File: config.mk
export PLATFORM = sky130hd
export DESIGN_NAME = alu_exec_unit
export DESIGN_NICKNAME = d
export VERILOG_FILES = /design/src/rtl/alu_exec_unit.sv
export SDC_FILE = /design/constraint.sdc
export NUM_CORES = 1
export LEC_CHECK = 0
export CAP_MARGIN = 10
export CORE_ASPECT_RATIO = 2
export CORE_MARGIN = 4
export CORE_UTILIZATION = 25
export DETAILED_ROUTE_END_ITERATION = 16
export HOLD_SLACK_MARGIN = 0.15
export PLACE_DENSITY = 0.42
export SLEW_MARGIN = 15
export SYNTH_ARGS = -nofsm -noshare
export SYNTH_HDL_FRONTEND = slang
export SYNTH_SLANG_ARGS = --single-unit
File: constraint.sdc
create_clock -name clk -period 5.05 [get_ports clk]
set_clock_uncertainty 0.1 [all_clocks]
set_input_delay 0.505 -clock clk [delete_from_list [all_inputs] [get_ports clk]]
set_output_delay 0.505 -clock clk [all_outputs]
set_load 0.1 [all_outputs]
File: src/rtl/alu_exec_unit.sv
// Execute-stage ALU with registered result behind a valid/ready handshake.
// Single-cycle ADD/SUB/AND/OR/SLT plus an iterative shift-add MUL.
module alu_exec_unit #(
  parameter int WIDTH = 32
) (
  input  logic             clk,
  input  logic             reset,
  input  logic             in_valid,
  output logic             in_ready,
  input  logic [2:0]       ALUControl,
  input  logic [WIDTH-1:0] SrcA,
  input  logic [WIDTH-1:0] SrcB,
  output logic             out_valid,
  input  logic             out_ready,
  output logic [WIDTH-1:0] Result,
  output logic             Zero,
  output logic             illegal,
  output logic             busy
);

  localparam int CW = $clog2(WIDTH);

  typedef enum logic [1:0] {
    IDLE = 2'd0,
    MUL  = 2'd1,
    HOLD = 2'd2
  } state_e;

  state_e           state_q, state_d;
  logic             ov_q, ov_d;
  logic [WIDTH-1:0] res_q, res_d;
  logic             zero_q, zero_d;
  logic             ill_q, ill_d;
  logic             busy_q, busy_d;
  logic [WIDTH-1:0] mcand_q, mcand_d;
  logic [WIDTH-1:0] mplier_q, mplier_d;
  logic [WIDTH-1:0] acc_q, acc_d;
  logic [CW-1:0]    cnt_q, cnt_d;

  logic [WIDTH-1:0] alu_res;
  logic             alu_ill;
  logic [WIDTH-1:0] acc_sum;
  logic             accept;
  logic             last_it;

  // Single-cycle datapath; anything not a known code reads as illegal.
  always_comb begin
    alu_res = '0;
    alu_ill = 1'b0;
    case (ALUControl)
      3'b000:  alu_res = SrcA + SrcB;
      3'b001:  alu_res = SrcA - SrcB;
      3'b010:  alu_res = SrcA & SrcB;
      3'b011:  alu_res = SrcA | SrcB;
      3'b101:  alu_res = {{(WIDTH-1){1'b0}},
                          ($signed(SrcA) < $signed(SrcB))};
      default: alu_ill = 1'b1;
    endcase
  end

  // Handshake, FSM next state and shift-add iteration.
  always_comb begin
    state_d  = state_q;
    ov_d     = ov_q;
    res_d    = res_q;
    zero_d   = zero_q;
    ill_d    = ill_q;
    busy_d   = busy_q;
    mcand_d  = mcand_q;
    mplier_d = mplier_q;
    acc_d    = acc_q;
    cnt_d    = cnt_q;
    in_ready = (state_q == IDLE) && (!ov_q || out_ready);
    accept   = in_valid && in_ready;
    acc_sum  = acc_q + (mplier_q[0] ? mcand_q : '0);
    last_it  = (cnt_q == CW'(WIDTH-1));
    case (state_q)
      IDLE: begin
        if (ov_q && out_ready) ov_d = 1'b0;
        if (accept) begin
          if (ALUControl == 3'b100) begin
            mcand_d  = SrcA;
            mplier_d = SrcB;
            acc_d    = '0;
            cnt_d    = '0;
            busy_d   = 1'b1;
            state_d  = MUL;
          end else begin
            res_d  = alu_res;
            zero_d = (alu_res == '0);
            ill_d  = alu_ill;
            ov_d   = 1'b1;
          end
        end
      end
      MUL: begin
        acc_d    = acc_sum;
        mcand_d  = mcand_q << 1;
        mplier_d = mplier_q >> 1;
        cnt_d    = cnt_q + 1'b1;
        if (last_it) begin
          res_d   = acc_sum;
          zero_d  = (acc_sum == '0);
          ill_d   = 1'b0;
          ov_d    = 1'b1;
          busy_d  = 1'b0;
          cnt_d   = '0;
          state_d = HOLD;
        end
      end
      HOLD: begin
        if (out_ready) begin
          ov_d    = 1'b0;
          state_d = IDLE;
        end
      end
      default: state_d = IDLE;
    endcase
  end

  // State and result registers; reset discards any MUL in flight.
  always_ff @(posedge clk) begin
    if (reset) begin
      state_q  <= IDLE;
      ov_q     <= 1'b0;
      res_q    <= '0;
      zero_q   <= 1'b1;
      ill_q    <= 1'b0;
      busy_q   <= 1'b0;
      mcand_q  <= '0;
      mplier_q <= '0;
      acc_q    <= '0;
      cnt_q    <= '0;
    end else begin
      state_q  <= state_d;
      ov_q     <= ov_d;
      res_q    <= res_d;
      zero_q   <= zero_d;
      ill_q    <= ill_d;
      busy_q   <= busy_d;
      mcand_q  <= mcand_d;
      mplier_q <= mplier_d;
      acc_q    <= acc_d;
      cnt_q    <= cnt_d;
    end
  end

  assign out_valid = ov_q;
  assign Result    = res_q;
  assign Zero      = zero_q;
  assign illegal   = ill_q;
  assign busy      = busy_q;

endmodule

==> flow_summary.yaml, run 1 <==
min_path:
  worstHoldPathCells: 2
  hold_path.class: "flop to flop"
detailed_routing:
  avgViaCountPerCell: 5.50
  first_iter_violations: 957
  vias: 14400
  drcViolationCount: 0
  first_pass_iters: 7
  finalWirelength_mm: 62.7
  routedWlPerCell_um: 24.0
  ant_nets: 0
clocking:
  clk_latency_ps: 460
  post_cts_buffers: 0
  cts_made_buffers: 17
  cts_hold_buf: 0
  cts_resized: 0
  cts_tree: "yes"
  htreeDepth: 4
  cts_root_buf: "clkbuf_16"
  path_clk_slew_ps: 60
  cts_buffer_depth: 2
  cts_sinks: 139
synthesis:
  ys_ff_latch: 139
  synth_cells: 1823
  async_reset_ff_share_pct: 0
  synth-seq-area-share_pct: 20.4
  syn-cell-area_sq_mm: 0.0137
  synth_flop_cell: "dfxtp_1"
  synth_nets: 2045
  synth_cell_type_count: 96
  synth_mux_area_share_pct: 5.82
  yosys.area_share.simple_pct: 20.5
  syn_avg_cell_area_sq_um: 7.49
  synth-compound-area-share_pct: 30.4
  synth_xor_area_share_pct: 2.18
  synth_top_family_by_area: "compound AO/OA/AOI/OAI gates"
  synth_edf_count: 0
  yosys_warnings: 0
  synth_fa_ha_area_share_pct: 14.0
timing:
  hold_viol: 0
  worst_pin_slew_ps: 1000
  setup_viol: 0
  tns_ps: 0
  clock.fmax_ghz: 0.214
  slew_violations: 0
  slew_headroom_pct: 33.1
  rsz0062_at_grt: "false"
  finalCritPeriodShare_pct: 92.4
  period_needed_ps: 4670
finish:
  num_antenna_cells: 0
  stdcell_area_sq_mm: 0.0165
  drive_above_1_share_pct: 9.82
  fill_cells: 5820
  finalNetCount: 2155
  layout_common_cells: "222 x nor2_1, 165 x a21oi_1, 147 x ha_1"
  final_common_cell: "nor2_1"
  area_growth_pct: 20.9
floorplan:
  core-area_sq_mm: 0.0538
  initial_core_util_pct: 25.4
  top_level_ports: 108
  num_rows: 120
  dieArea_sq_mm: 0.0586
  die-height_um: 338
  die_width_um: 173
global_routing:
  grt_max_degree: 58
  antenna_found_initial: 0
  grt_pass1_vias: 14300
  grt_pass1_wl_mm: 92.6
  grt_use_total_pct: 20.7
  grt_overflow: 0
critical_path:
  cp-start-kind: "primary input"
  worstPathRequired_ps: 5340
  crit_fanout: 5
  rr_worst_depth: 14
  critPathKind: "primary input to flop"
  endpoint_kind: "flop"
  worstPathArrival_ps: 4960
placed_design:
  io_buffer_count: 107
  dp_hpwl_mm: 50.4
  post_dp_cell_area_sq_mm: 0.0159
  gp_congestion: 0.966
power_and_ir_drop:
  ir_drop_mv: 0.201
  finalPower_w: 0.00568
  leakage_nw: 6.54
  power.density_mw_per_mm2: 344
outcome:
  run_status: "complete, no violations"
flow_run:
  cap_violations: 0
flip-flops by register name, summed over array words and instances (netlist names), 2 cells and up:
name	cells
Result	32
cnt_q	5
mplier_q	32
state_q	2
acc_q	32
mcand_q	32
where the power goes:
part / switching (W) / internal [W] / total (W) / leakage (nW)
combinational: 0.00203 / 0.000893 / 0.00293 / 5.12
sequential: 0.000127 / 0.00126 / 0.00139 / 1.13
clock: 0.000601 / 0.000760 / 0.00136 / 0.289
total: 0.00276 / 0.00291 / 0.00568 / 6.54
Yosys cell counts (5+ instances only):
| library cell | n | share of area, % |
|---|---|---|
| nor3_1 | 35 | 1.3 |
| a211o_1 | 5 | 0.32 |
| or3_1 | 11 | 0.50 |
| clkbuf_1 | 102 | 2.8 |
| o21ai_0 | 69 | 2.5 |
| ha_1 | 148 | 14 |
| nor4_1 | 21 | 0.96 |
| mux2i_1 | 76 | 5.6 |
| o2111ai_1 | 6 | 0.38 |
| a22oi_1 | 21 | 1.2 |
| nor2b_1 | 10 | 0.46 |
| or4_1 | 8 | 0.44 |
| a2111oi_0 | 9 | 0.58 |
| xor2_1 | 15 | 0.96 |
| o211ai_1 | 35 | 1.9 |
| a21oi_1 | 166 | 6.1 |
| or2_2 | 5 | 0.23 |
| and3_1 | 8 | 0.37 |
| nand4_1 | 20 | 0.92 |
| and2_1 | 41 | 1.9 |
| inv_1 | 103 | 2.8 |
| nand3_1 | 37 | 1.4 |
| o21bai_1 | 18 | 0.99 |
| o31a_1 | 6 | 0.38 |
| o21a_1 | 11 | 0.60 |
| a221oi_1 | 12 | 0.77 |
| o31ai_1 | 21 | 1.2 |
| a31oi_1 | 13 | 0.60 |
| nand2_1 | 137 | 3.8 |
| a221o_1 | 5 | 0.37 |
| xnor2_1 | 19 | 1.2 |
| nand2b_1 | 15 | 0.69 |
| a211oi_1 | 95 | 5.2 |
| nor2_1 | 223 | 6.1 |
| a21o_1 | 23 | 1.3 |
| o221ai_1 | 6 | 0.38 |
| o22ai_1 | 9 | 0.41 |
| buf_2 | 13 | 0.48 |
| o21ai_1 | 6 | 0.22 |
| dfxtp_1 | 139 | 20 |
area by class of cell:
type                    instances  area, sq um  share of cell area [%]
multi-input cells            1456        10000                    60.6
clock buffers                  20          457                    2.77
flip-flops and latches        139         2780                    16.9
repair buffers                213         1880                    11.4
well taps                     671          840                    5.09
inverters                     106          398                    2.41
clock inverters                12          136                   0.826
cell families (layout without fill, tap and decap cells):
kind of cell	Yosys count	in the layout
compound gates	600	600
xor+xnor	34	34
fa+ha+maj	151	151
buf+inv	228	351
flops	139	139
mux	78	78
simple gates	593	593
worst paths after layout:
check                                              start                     end  slack (ps)
worst max-delay path                             SrcA[0]       Zero$_SDFFE_PP1P_         380
worst min-delay path              Result[0]$_SDFFE_PP0P_  Result[0]$_SDFFE_PP0P_         350
worst max register to register  mplier_q[0]$_SDFFE_PP0P_       Zero$_SDFFE_PP1P_         650
worst min register to register    Result[0]$_SDFFE_PP0P_  Result[0]$_SDFFE_PP0P_         350
per-layer routing:
layer / up-vias / wire length (um) / track usage [%]
li1: 6884 / - / -
met1: 6930 / 23900 / 22.7
met2: 444 / 33100 / 38.8
met3: 142 / 2270 / 2.28
met4: 0 / 3390 / 10.4
met5: - / 0 / 0
critical path: stages:
cell             delay (ps)
clkdlybuf4s50_1         570
inv_1                    90
ha_1                    250
fa_1                    420
nor2_1                  210
o311ai_2                130
a31oi_1                 750
nor2_1                  360
a221oi_1                340
a2bb2oi_1               130
or3_1                   390
nor4_1                  330
nand4_1                 190
nor2_1                  160
o41a_1                  140
metrics by stage:
stage	hold slack, ps	setup slack (ps)	utilization, %	std cells
detailed placement	348	85.9	29.6	2585
CTS	356	545	30.7	2617
finish	352	385	30.7	2617
global route	377	260	30.7	2617
global placement	345	113	29.6	2585
floorplan	332	1430	-	1823
(Power assumes the default switching activity.)
==> run 2: changes to the inputs <==
--- a/config.mk
+++ b/config.mk
@@ -5,6 +5,7 @@
 export SDC_FILE = /design/constraint.sdc
 export NUM_CORES = 1
 export LEC_CHECK = 0
+export ABC_AREA = 1
 export CAP_MARGIN = 10
 export CORE_ASPECT_RATIO = 2
 export CORE_MARGIN = 4
==> flow_summary.yaml, run 2 <==
outcome:
  run_status: "complete, no violations"
floorplan:
  initial_core_util_pct: 25.3
  die-height_um: 350
  num_rows: 125
  top_level_ports: 108
  die_width_um: 179
  dieArea_sq_mm: 0.0628
  core-area_sq_mm: 0.0580
detailed_routing:
  first_iter_violations: 1197
  avgViaCountPerCell: 4.95
  vias: 16500
  drcViolationCount: 0
  finalWirelength_mm: 70.7
  first_pass_iters: 6
  ant_nets: 0
  routedWlPerCell_um: 21.2
clocking:
  cts_made_buffers: 25
  cts_root_buf: "clkbuf_16"
  htreeDepth: 4
  clk_latency_ps: 490
  path_clk_slew_ps: 60
  post_cts_buffers: 0
  cts_resized: 0
  cts_buffer_depth: 3
  cts_hold_buf: 0
  cts_sinks: 139
  cts_tree: "yes"
synthesis:
  synth_top_area_share_pct: 19.3
  synth-seq-area-share_pct: 19.0
  syn_avg_cell_area_sq_um: 5.80
  async_reset_ff_share_pct: 0
  syn-cell-area_sq_mm: 0.0147
  yosys_warnings: 0
  synth_nets: 2746
  yosys.area.top_type: "nand2_1"
  ys_ff_latch: 139
  ys_top_cells_by_count: "752 x nand2_1, 365 x inv_1, 229 x nor2_1"
  yosys-top-cells-area: "nand2_1 19%, dfxtp_1 19%, ha_1 13%, inv_1 9.4%, o21ai_0 6.1%"
  synth_edf_count: 0
  synth_flop_cell: "dfxtp_1"
  synth_cell_type_count: 44
  synth_cells: 2524
  synth.most_common_cell: "nand2_1"
finish:
  finalNetCount: 2791
  drive_above_1_share_pct: 4.47
  fill_cells: 6588
  final_common_cell: "nand2_1"
  num_antenna_cells: 0
  area_growth_pct: 15.7
  layout_common_cells: "752 x nand2_1, 363 x inv_1, 228 x nor2_1"
critical_path:
  crit_fanout: 95
  cp_slowest_cell: "clkdlybuf4s50_1"
  rrSetupSlack_ps: 1150
  endpoint_kind: "flop"
  cp_num_buf_inv: 4
  cp-start-kind: "primary input"
  worstPathRequired_ps: 5360
  cp_top_family: "buffers and inverters"
  critPathKind: "primary input to flop"
  crit_chain: "clkdlybuf4s50_1 > inv_2 > nor3_1 > nor2_1 > nor2_2 > nand2_1 > inv_4 > buf_12 > o21ai_0 > a31oi_1"
  cp_slowest_stage_delay_ps: 690
  worstPathArrival_ps: 4280
timing:
  setup_viol: 0
  rsz0062_at_grt: "false"
  slew_headroom_pct: 31.6
  worst_pin_slew_ps: 1020
  period_needed_ps: 3970
  hold_viol: 0
  clock.fmax_ghz: 0.252
  slew_violations: 0
  tns_ps: 0
  finalCritPeriodShare_pct: 78.6
flow_run:
  cap_violations: 0
power_and_ir_drop:
  ir_drop_mv: 0.215
  leakage_nw: 8.48
  power.density_mw_per_mm2: 348
  finalPower_w: 0.00590
global_routing:
  antenna_found_initial: 0
  grt_overflow: 0
  grt_use_met3_pct: 1.50
  grt_pass1_vias: 16700
  use_met1_pct: 22.5
  met2_usage_pct: 42.1
  grt_use_total_pct: 22.1
  top_usage_layer: "met2"
  grt_pass1_wl_mm: 103
  grt_max_degree: 96
placed_design:
  gp_congestion: 0.981
  dp_hpwl_mm: 58.3
  io_buffer_count: 107
min_path:
  hold_path.class: "flop to flop"
-- run 2: changes by cell type after synthesis, moves of 54 or more --
cell      delta
a31oi_1     +79
nand3_1    +138
o21ai_0    +111
nand2_1    +615
inv_1      +262
a211oi_1    -95
clkbuf_1    -54
mux2i_1     -76
-- run 2: per-stage QoR --
step,worst slack [ps],hold WS (ps),std cells,cell area [sq um],utilization [%]
CTS,1090,371,3336,17000,29.2
global route,894,394,3336,17000,29.2
global placement,596,353,3304,16300,28.0
floorplan,2280,344,2524,14700,-
finish,1080,372,3336,17000,29.2
detailed placement,582,361,3304,16300,28.0
-- run 2: cell type report --
type	count	area, sq um	area share, %
well taps	762	953	5.62
multi-input cells	1902	9900	58.4
repair buffers	120	1180	6.97
clock inverters	2	12.5	0.0738
inverters	381	1440	8.46
flip-flops and latches	139	2780	16.4
clock buffers	30	684	4.04
-- run 2: report_power, final --
part	switching, W	total (W)	internal, W	leakage, nW
logic	0.00215	0.00290	0.000745	7.00
clock network	0.000526	0.00146	0.000938	0.342
registers	0.000182	0.00154	0.00136	1.14
-- run 2: final timing paths --
check,startpoint,to,depth (start not counted)
min,mplier_q[17]$_SDFFE_PP0P_,mplier_q[16]$_SDFFE_PP0P_,2
min reg2reg,mplier_q[17]$_SDFFE_PP0P_,mplier_q[16]$_SDFFE_PP0P_,2
max,ALUControl[2],mplier_q[2]$_SDFFE_PP0P_,10
max reg2reg,mplier_q[0]$_SDFFE_PP0P_,Zero$_SDFFE_PP1P_,20
-- run 2: cells by family after synthesis --
group	count (synthesis)	share of synthesized area, %
flops	139	19.0
fa+ha+maj	151	13.0
compound gates	470	17.5
buf+inv	483	13.5
xor+xnor	18	1.08
simple gates	1263	35.9
-- run 2: worst reg2reg max path: stages (launching register included) --
cell and delay, ps:
dfxtp_1 690, buf_4 350, nand2_1 90, inv_1 60, ha_1 260, nand2_1 110, inv_1 60, a21oi_1 250
a21boi_0 460, nor2_1 160, nor2_1 250, nand2_1 80, nand2_1 60, nand2_1 60, nor2_1 120, nand2_1 60
nor2_1 190, nand4_1 190, nand2_1 120, nand2_1 50, nand2_1 60
-- run 2: per-layer routing --
layer	share of wire, %	routed length (um)	vias to the layer above
met1	36	25300	7726
li1	-	-	8176
met2	54	37900	446
met5	0	0	-
met4	7.8	5500	0
met3	2.9	2080	170
